`src/rtl/cpu_pkg.sv`:
```
// rtl/cpu_pkg.sv - shared CPU encodings: opcodes, ALU ops, controller states, instruction fields
package cpu_pkg;

    localparam logic [3:0] OP_NOP  = 4'h0;
    localparam logic [3:0] OP_ADD  = 4'h1;
    localparam logic [3:0] OP_SUB  = 4'h2;
    localparam logic [3:0] OP_AND  = 4'h3;
    localparam logic [3:0] OP_OR   = 4'h4;
    localparam logic [3:0] OP_ADDI = 4'h5;
    localparam logic [3:0] OP_LI   = 4'h6;
    localparam logic [3:0] OP_BNZ  = 4'h7;
    localparam logic [3:0] OP_HALT = 4'hF;

    localparam logic [2:0] ALU_PASS = 3'd0;
    localparam logic [2:0] ALU_ADD  = 3'd1;
    localparam logic [2:0] ALU_SUB  = 3'd2;
    localparam logic [2:0] ALU_AND  = 3'd3;
    localparam logic [2:0] ALU_OR   = 3'd4;

    // Instruction field positions
    localparam int OPC_MSB = 7;
    localparam int OPC_LSB = 4;
    localparam int RD_BIT  = 3;
    localparam int RS_BIT  = 2;
    localparam int IMM_MSB = 2;
    localparam int IMM_LSB = 0;

    typedef enum logic [2:0] {
        ST_FETCH     = 3'd0,
        ST_DECODE    = 3'd1,
        ST_EXECUTE   = 3'd2,
        ST_WRITEBACK = 3'd3,
        ST_HALT      = 3'd4
    } state_t;

endpackage

```
`src/rtl/instr_decoder.sv`:
```
// rtl/instr_decoder.sv - combinational decode of the instruction register into datapath controls
module instr_decoder
    import cpu_pkg::*;
(
    input  logic [7:0] ir_i,
    output logic       rd_o,
    output logic       rs_o,
    output logic [2:0] imm_o,
    output logic       imm_sel_o,
    output logic [2:0] alu_op_o,
    output logic       writes_rd_o,
    output logic       is_branch_o,
    output logic       is_halt_o,
    output logic       is_illegal_o
);

    // Field extraction is unconditional; the opcode only selects the control bits
    always_comb begin
        rd_o         = ir_i[RD_BIT];
        rs_o         = ir_i[RS_BIT];
        imm_o        = ir_i[IMM_MSB:IMM_LSB];
        imm_sel_o    = 1'b0;
        alu_op_o     = ALU_PASS;
        writes_rd_o  = 1'b0;
        is_branch_o  = 1'b0;
        is_halt_o    = 1'b0;
        is_illegal_o = 1'b0;
        case (ir_i[OPC_MSB:OPC_LSB])
            OP_NOP: ;
            OP_ADD: begin
                alu_op_o    = ALU_ADD;
                writes_rd_o = 1'b1;
            end
            OP_SUB: begin
                alu_op_o    = ALU_SUB;
                writes_rd_o = 1'b1;
            end
            OP_AND: begin
                alu_op_o    = ALU_AND;
                writes_rd_o = 1'b1;
            end
            OP_OR: begin
                alu_op_o    = ALU_OR;
                writes_rd_o = 1'b1;
            end
            OP_ADDI: begin
                alu_op_o    = ALU_ADD;
                imm_sel_o   = 1'b1;
                writes_rd_o = 1'b1;
            end
            OP_LI: begin
                alu_op_o    = ALU_PASS;
                imm_sel_o   = 1'b1;
                writes_rd_o = 1'b1;
            end
            OP_BNZ:  is_branch_o  = 1'b1;
            OP_HALT: is_halt_o    = 1'b1;
            default: is_illegal_o = 1'b1;
        endcase
    end

endmodule

```
`src/rtl/fetch_decode_ctrl.sv`:
```
// rtl/fetch_decode_ctrl.sv - multi-cycle fetch/decode controller; ILLEGAL_TRAP_EN enables the illegal-opcode trap
module fetch_decode_ctrl
    import cpu_pkg::*;
#(
    parameter int          PC_W     = 5,
    parameter int unsigned RESET_PC = 0
) (
    input  logic            CLK,
    input  logic            RST,
    output logic [PC_W-1:0] instr_addr,
    output logic            instr_req,
    input  logic            instr_valid,
    input  logic [7:0]      instr_data,
    input  logic [7:0]      rd_data,
    output logic            rd,
    output logic            rs,
    output logic [2:0]      imm,
    output logic            immSelect,
    output logic            regSelect,
    output logic [2:0]      alu_op,
    output logic            halted,
    output logic            illegal
);

    localparam logic [PC_W-1:0] RESET_PC_V = PC_W'(RESET_PC);
    localparam logic [PC_W-1:0] PC_ONE     = PC_W'(1);

    state_t          state_q;
    logic [PC_W-1:0] pc_q;
    logic [PC_W-1:0] pc_d;
    logic [7:0]      ir_q;
    logic            instr_req_q;
    logic            reg_select_q;
    logic            halted_q;
    logic            illegal_q;

    logic            dec_writes_rd;
    logic            dec_branch;
    logic            dec_halt;
    logic            dec_illegal;
    logic [PC_W-1:0] imm_sext;

    // rd/rs/imm/immSelect/alu_op come straight from the IR so they stay stable until the next fetch
    instr_decoder u_decoder (
        .ir_i         (ir_q),
        .rd_o         (rd),
        .rs_o         (rs),
        .imm_o        (imm),
        .imm_sel_o    (immSelect),
        .alu_op_o     (alu_op),
        .writes_rd_o  (dec_writes_rd),
        .is_branch_o  (dec_branch),
        .is_halt_o    (dec_halt),
        .is_illegal_o (dec_illegal)
    );

    assign imm_sext = {{(PC_W-3){imm[2]}}, imm};

    // Next sequential PC, or the taken-branch target; wraps modulo 2^PC_W
    always_comb begin
        pc_d = pc_q + PC_ONE;
        if (dec_branch && (rd_data != 8'd0)) begin
            pc_d = pc_q + PC_ONE + imm_sext;
        end
    end

    // Controller FSM: state, PC, IR and registered handshake/status outputs
    always_ff @(posedge CLK) begin
        if (RST) begin
            state_q      <= ST_FETCH;
            pc_q         <= RESET_PC_V;
            ir_q         <= 8'd0;
            instr_req_q  <= 1'b0;
            reg_select_q <= 1'b0;
            halted_q     <= 1'b0;
            illegal_q    <= 1'b0;
        end else begin
            reg_select_q <= 1'b0;
            case (state_q)
                ST_FETCH: begin
                    // First FETCH after reset only raises the request; data is taken once it is up
                    if (!instr_req_q) begin
                        instr_req_q <= 1'b1;
                    end else if (instr_valid) begin
                        ir_q        <= instr_data;
                        instr_req_q <= 1'b0;
                        state_q     <= ST_DECODE;
                    end
                end
                ST_DECODE: begin
                    state_q <= ST_EXECUTE;
                end
                ST_EXECUTE: begin
                    if (dec_halt) begin
                        state_q  <= ST_HALT;
                        halted_q <= 1'b1;
`ifdef ILLEGAL_TRAP_EN
                    end else if (dec_illegal) begin
                        state_q   <= ST_HALT;
                        halted_q  <= 1'b1;
                        illegal_q <= 1'b1;
`endif
                    end else if (dec_writes_rd) begin
                        state_q      <= ST_WRITEBACK;
                        reg_select_q <= 1'b1;
                    end else begin
                        state_q     <= ST_FETCH;
                        instr_req_q <= 1'b1;
                        pc_q        <= pc_d;
                    end
                end
                ST_WRITEBACK: begin
                    state_q     <= ST_FETCH;
                    instr_req_q <= 1'b1;
                    pc_q        <= pc_d;
                end
                ST_HALT: ;
                default: state_q <= ST_FETCH;
            endcase
        end
    end

`ifndef ILLEGAL_TRAP_EN
    // Without the trap, illegal opcodes fall through the NOP path and the decode flag is not needed
    logic unused_illegal;
    assign unused_illegal = dec_illegal;
`endif

    assign instr_addr = pc_q;
    assign instr_req  = instr_req_q;
    // A reset arriving in WRITEBACK suppresses the write strobe so the register file never commits
    assign regSelect  = reg_select_q & ~RST;
    assign halted     = halted_q;
    assign illegal    = illegal_q;

endmodule

```
`config.mk`:
```
export PLATFORM = sky130hd
export DESIGN_NAME = fetch_decode_ctrl
export DESIGN_NICKNAME = d
export VERILOG_FILES = /design/src/rtl/cpu_pkg.sv /design/src/rtl/instr_decoder.sv /design/src/rtl/fetch_decode_ctrl.sv
export SDC_FILE = /design/constraint.sdc
export NUM_CORES = 1
export LEC_CHECK = 0
export ABC_AREA = 1
export BUFFER_PORTS_ARGS = -buffer_cell sky130_fd_sc_hd__buf_4
export CAP_MARGIN = 20
export CORE_MARGIN = 4
export CORE_UTILIZATION = 50
export DETAILED_ROUTE_END_ITERATION = 16
export HOLD_SLACK_MARGIN = 0.05
export PLACE_DENSITY = 0.78
export SETUP_SLACK_MARGIN = 0.4
export SLEW_MARGIN = 20
export SYNTH_ARGS = -nofsm -noshare
export SYNTH_HDL_FRONTEND = slang
export SYNTH_SLANG_ARGS = --single-unit
```
`constraint.sdc`:
```
create_clock -name CLK -period 2.1 [get_ports CLK]
set_input_delay 0.42 -clock CLK [delete_from_list [all_inputs] [get_ports CLK]]
set_output_delay 0.42 -clock CLK [all_outputs]
set_load 0.02 [all_outputs]
```
Yosys cells after proc, flatten, opt, wreduce, memory -nomap -nowiden. Cells that the tools add are included. Widths: inputs -> output; s select.

Logic and storage cells: 62. Register bits after elaboration: 19. Output and inout bits: 18. Input bits: 19.

Reductions and logical operators: 14. Bitwise operators: 4. Muxes and demuxes: 20. Equality and inequality tests: 16. $add $sub $neg: 2.

Operator list (count): $pmux 3 s4 (2); $eq 4x3->1 const B (4); $mux 5 (3); $reduce_and 3->1 (4); $pmux 5 s2 (1); $mux 1 (9); $mux 3 (3); $eq 4x2->1 const B (2); $ne 2x2->1 const B (4); $reduce_bool 8->1 (1); $eq 3x2->1 const B (2); $reduce_or 6->1 (1); $add 5x1->5 const B (1); $add 5x5->5 (1); $eq 4x1->1 const B (1); $eq 4x4->1 const B (1); $reduce_or 2->1 (2); $eq 3x1->1 const B (1); $eq 3x3->1 const B (1); $logic_not 3->1 (1); $not 1->1 (3); $pmux 1 s3 (1); $reduce_bool 3->1 (1); $reduce_or 3->1 (1); other kinds (5) (5).

Depth between registers and ports, before layout.
Depth after elaboration: 7. Mapped depth: 12. Depth with buffers taken out: 12.

Hierarchy. A second synthesis with hierarchy kept.

Cells, all modules: 172. Area, all modules: 1169.9 sq um.

By module, submodules not included: fetch_decode_ctrl (times used 1, sequential area each 380.4 sq um, cells each 146, area each 1043.5 sq um); instr_decoder (times used 1, sequential area each 0.0 sq um, cells each 26, area each 126.4 sq um).

Worst setup path before layout. OpenSTA, ideal clock, no wires.

Kind: register to register. Start point: register pc_q[2] (netlist: instr_addr[2]). End point: register pc_q[4] (netlist: instr_addr[4]). Setup slack: 0.267 ns. Library setup time: 0.109 ns. Path buffers: 0. Arrival time: 1.724 ns. Stages on the path, launching flop included: 13. Period minus slack after synthesis: 1.833 ns. Required time: 1.991 ns. Cell sequence: dfxtp_1 nand3_1 xor2_1 inv_1 ha_1 a21oi_1 nand2_1 nand2_1 nand3_1 nand2_1 nand3_1 nand2_1 inv_1.

Cells in the longest elaborated chain, start to end: 6.

RTL lines: from (decl) (RTL line fetch_decode_ctrl.sv:29) `logic [PC_W-1:0] pc_q;`; from (signal assigned) (RTL line fetch_decode_ctrl.sv:109) `pc_q <= pc_d;`; from (signal assigned) (RTL line fetch_decode_ctrl.sv:115) `pc_q <= pc_d;`; $add 5x1->5 (*) (RTL line fetch_decode_ctrl.sv:61, fetch_decode_ctrl.sv:63); $add 5x5->5 (RTL line fetch_decode_ctrl.sv:63) `pc_d = pc_q + PC_ONE + imm_sext;`; $mux 5 (*) (RTL line fetch_decode_ctrl.sv:62) `if (dec_branch && (rd_data != 8'd0)) begin`; $mux 5 (RTL line fetch_decode_ctrl.sv:103) `end else if (dec_writes_rd) begin`; $mux 5 (RTL line fetch_decode_ctrl.sv:94) `if (dec_halt) begin`; $pmux 5 s2 (*) (RTL line fetch_decode_ctrl.sv:79) `case (state_q)`.

Every way passes the cells marked *; elsewhere a longest branch is shown, timed or not. The select of a mux whose other input is x is not followed. A chain may end at the register's enable or synchronous reset.

Worst setup path after layout.
Start point: register pc_q[0] (netlist: instr_addr[0]). End point: register pc_q[2] (netlist: instr_addr[2]).

Same word-level chain as after synthesis.

==> impl_metrics.py <==
metrics = {
    "status": {
        "run_status": "complete, no violations",
    },
    "power_and_ir_drop": {
        "static-leakage-power_nw": 0.749,
        "power.density_cell_area_nw_per_um2": 645,
        "relative_contribution_of_the_clock_network_to_total_power_pct": 17.3,
        "vdd_ir_drop_max_mv": 0.420,
        "power_frac_comb_pct": 38.9,
        "total_switching_power_w": 0.000397,
        "power.share.switching_pct": 37.7,
        "intPower_w": 0.000657,
        "sequentialPowerShare_pct": 43.8,
    },
    "placed_design": {
        "place_congestion": 0.866,
        "preCtsSetupSlack_ps": 297,
        "detailed_place_hpwl_um": 2220,
        "port-buffer-count": 35,
    },
    "floorplanning": {
        "floorplan.core_area_um2": 2250,
        "die_width_um": 57.2,
        "fp-row-count": 17,
        "floorplan.die_area_um2": 3270,
        "top_level_ports": 37,
        "floorplan.initialDensity_pct": 53.7,
        "die_height_um": 57.2,
    },
    "final_layout": {
        "drive_above_1_share_pct": 39.7,
        "layout_commonest_cell": "buf_4",
        "antenna_diode_count": 0,
        "most_frequent_cells_in_the_layout": "buf_4, nand2_1, nor2_1, inv_1, dfxtp_1",
        "areaGrowthSynthToFinish_pct": 35.2,
        "finalNetCount": 231,
    },
    "global_routing": {
        "grt.total_usage_pct": 17.3,
        "grt_antenna_before_repair": 0,
        "grt_pass1_vias": 1090,
        "pin_count_of_the_biggest_net_entering_global_routing": 14,
        "first_pass_grt_wire_length_um": 4540,
        "overflow": 0,
    },
    "logic_synthesis": {
        "synthesized_area_per_cell_um2": 7.20,
        "synth_top_family_by_area": "simple AND/OR/NAND/NOR gates",
        "syn_nets": 194,
        "synth_cell_types": 31,
        "synth-adder-area-share_pct": 7.86,
        "synth_compound_area_share_pct": 14.1,
        "synth_mux_area_share_pct": 0,
        "synth_cells": 168,
        "synth_seq_area_share_pct": 31.4,
        "synth_simple_gate_area_share_pct": 33.3,
        "synth-warning-count": 0,
        "synth-xor-area-share_pct": 2.17,
        "synthesis.area_um2": 1210,
        "postSynthRegisterBits": 19,
    },
    "clock_network": {
        "cts_inserted_buffers": 3,
        "cts_tree": "built",
        "clk_root_buffer_cell": "clkbuf_4",
        "ctsHoldBuffers": 0,
        "cts_sinks": 19,
        "h-tree-depth": 1,
        "clk_path_buf_depth": 2,
        "insertion_delay_ps": 300,
        "clk_pin_slew_worst_paths_ps": 110,
    },
    "critical_path": {
        "cp_data_required_time_ps": 2280,
        "cp_max_fo": 6,
        "critical_path.endpoint_type": "flip-flop",
        "startpoint_type": "flip-flop",
        "worst-endpoint-arrival_ps": 1880,
        "timing_worst_setup_path_type": "reg2reg",
    },
    "sta": {
        "finalCritPeriodShare_pct": 80.8,
        "setup_slack_ps": 402,
        "timing.final.hold_violations": 0,
        "skew_ps": 10.3,
        "fin_setup_tns_ps": 0,
        "maxSlewViolCount": 0,
        "final-setup-viol-count": 0,
        "min_period_ps": 1700,
        "fmax_ghz": 0.589,
        "grt_setup_unrepaired": "yes",
    },
    "detailed_routing": {
        "drt_drc_violations_left": 0,
        "total_wire_length_after_detailed_routing_um": 2890,
        "drt-initial-drc-count": 31,
        "detail-route-antenna-nets": 0,
        "vias_per_cell": 5.16,
        "firstDrtPassIters": 4,
        "route.detailed.wl_per_inst_um": 12.4,
        "num_vias": 1197,
    },
    "min_path": {
        "hp-class": "in2reg",
    },
    "run": {
        "max_cap_violations": 0,
    },
}
[stage by stage]
stage	cells	area, µm²	utilization [%]	power [W]	hold slack [ps]
final	232	1640	72.5	0.00105	346
after global routing	232	1640	72.5	0.00113	329
after CTS	230	1560	69.0	0.00103	342
after detailed placement	224	1480	65.8	0.000835	454
after global placement	224	1480	65.8	0.000819	439
after floorplan	168	1230	-	0.000719	480
[cell usage after synthesis]
cell	count	area [µm²]
a21oi_1	13	65.1
inv_2	3	11.3
buf_6	1	11.3
o21ai_1	4	20.0
inv_1	16	60.1
o21ai_0	9	45.0
nand3_2	3	30.0
nor2_4	2	22.5
nor2_2	1	6.26
nand3_1	11	55.1
buf_4	4	30.0
fa_1	1	20.0
nor3_1	4	20.0
nand4_1	2	12.5
nor2_8	1	20.0
a211oi_1	1	7.51
ha_1	6	75.1
dfxtp_1	19	380
nand2_1	25	93.8
conb_1	1	3.75
a21oi_2	2	17.5
nand2_2	3	18.8
o21ai_2	1	8.76
a31oi_1	1	6.26
nand2_4	3	33.8
buf_2	1	5.00
xor2_1	3	26.3
clkinv_1	1	3.75
inv_4	1	6.26
nor2_1	24	90.1
clkbuf_1	1	3.75
[metal layers]
layer	track usage (%)	up-vias	routed length [µm]
li1	-	617	-
met1	20.5	526	1150
met2	31.3	46	1520
met3	3.17	8	163
met4	5.63	0	57
met5	0	-	0
[layout make-up]
cell class | count | area [µm²]
tap | 28 | 35.0
clock inverter | 1 | 5.00
multi-input combinational | 121 | 805
inverter | 21 | 81.3
clock buffer | 3 | 22.5
timing repair buffer | 39 | 293
sequential | 19 | 394
fill | 192 | 619
[power by group through the flow]
stage	Clock (W)	Sequential [W]	Combinational [W]
after CTS	0.000188	0.000455	0.000389
after detailed placement	0	0.000465	0.000371
after floorplan	0	0.000477	0.000242
after global placement	0	0.000461	0.000358
final	0.000182	0.000462	0.000410
after global routing	0.000204	0.000469	0.000454
[registers in the layout, indices dropped and copies added (netlist names)]
signal / cells
halted: 1
state_q: 3
ir_q: 8
instr_req: 1
reg_select_q: 1
instr_addr: 5
[final timing paths]
check,cells after the start,slack (ps),endpoint,startpoint
hold reg to reg,2,470,halted,halted
setup reg to reg,7,400,instr_addr[2],instr_addr[0]
setup / recovery,7,400,instr_addr[2],instr_addr[0]
hold / removal,2,350,instr_addr[3],RST
[cells by family (layout without fill, tap and decap cells)]
logic type,Yosys count,after routing
simple gates,79,79
compound gates,31,31
buf+inv,28,64
flops,19,19
fa+ha+maj,7,7
xor+xnor,3,3
other cells,1,1
[critical path: stages (launching register included)]
cell and delay, ps:
dfxtp_4 410, inv_1 60, ha_2 200, fa_2 380, buf_4 150, xor2_1 130
o21ai_1 170, a21oi_1 90
[what timing repair did]
action / 4_1_cts / 5_1_grt
pin swaps: 0 / 5
buffers inserted: 2 / 2
setup endpoints to repair: 2 / 3
gates resized for setup: 5 / 10
(Power assumes the default switching activity.)
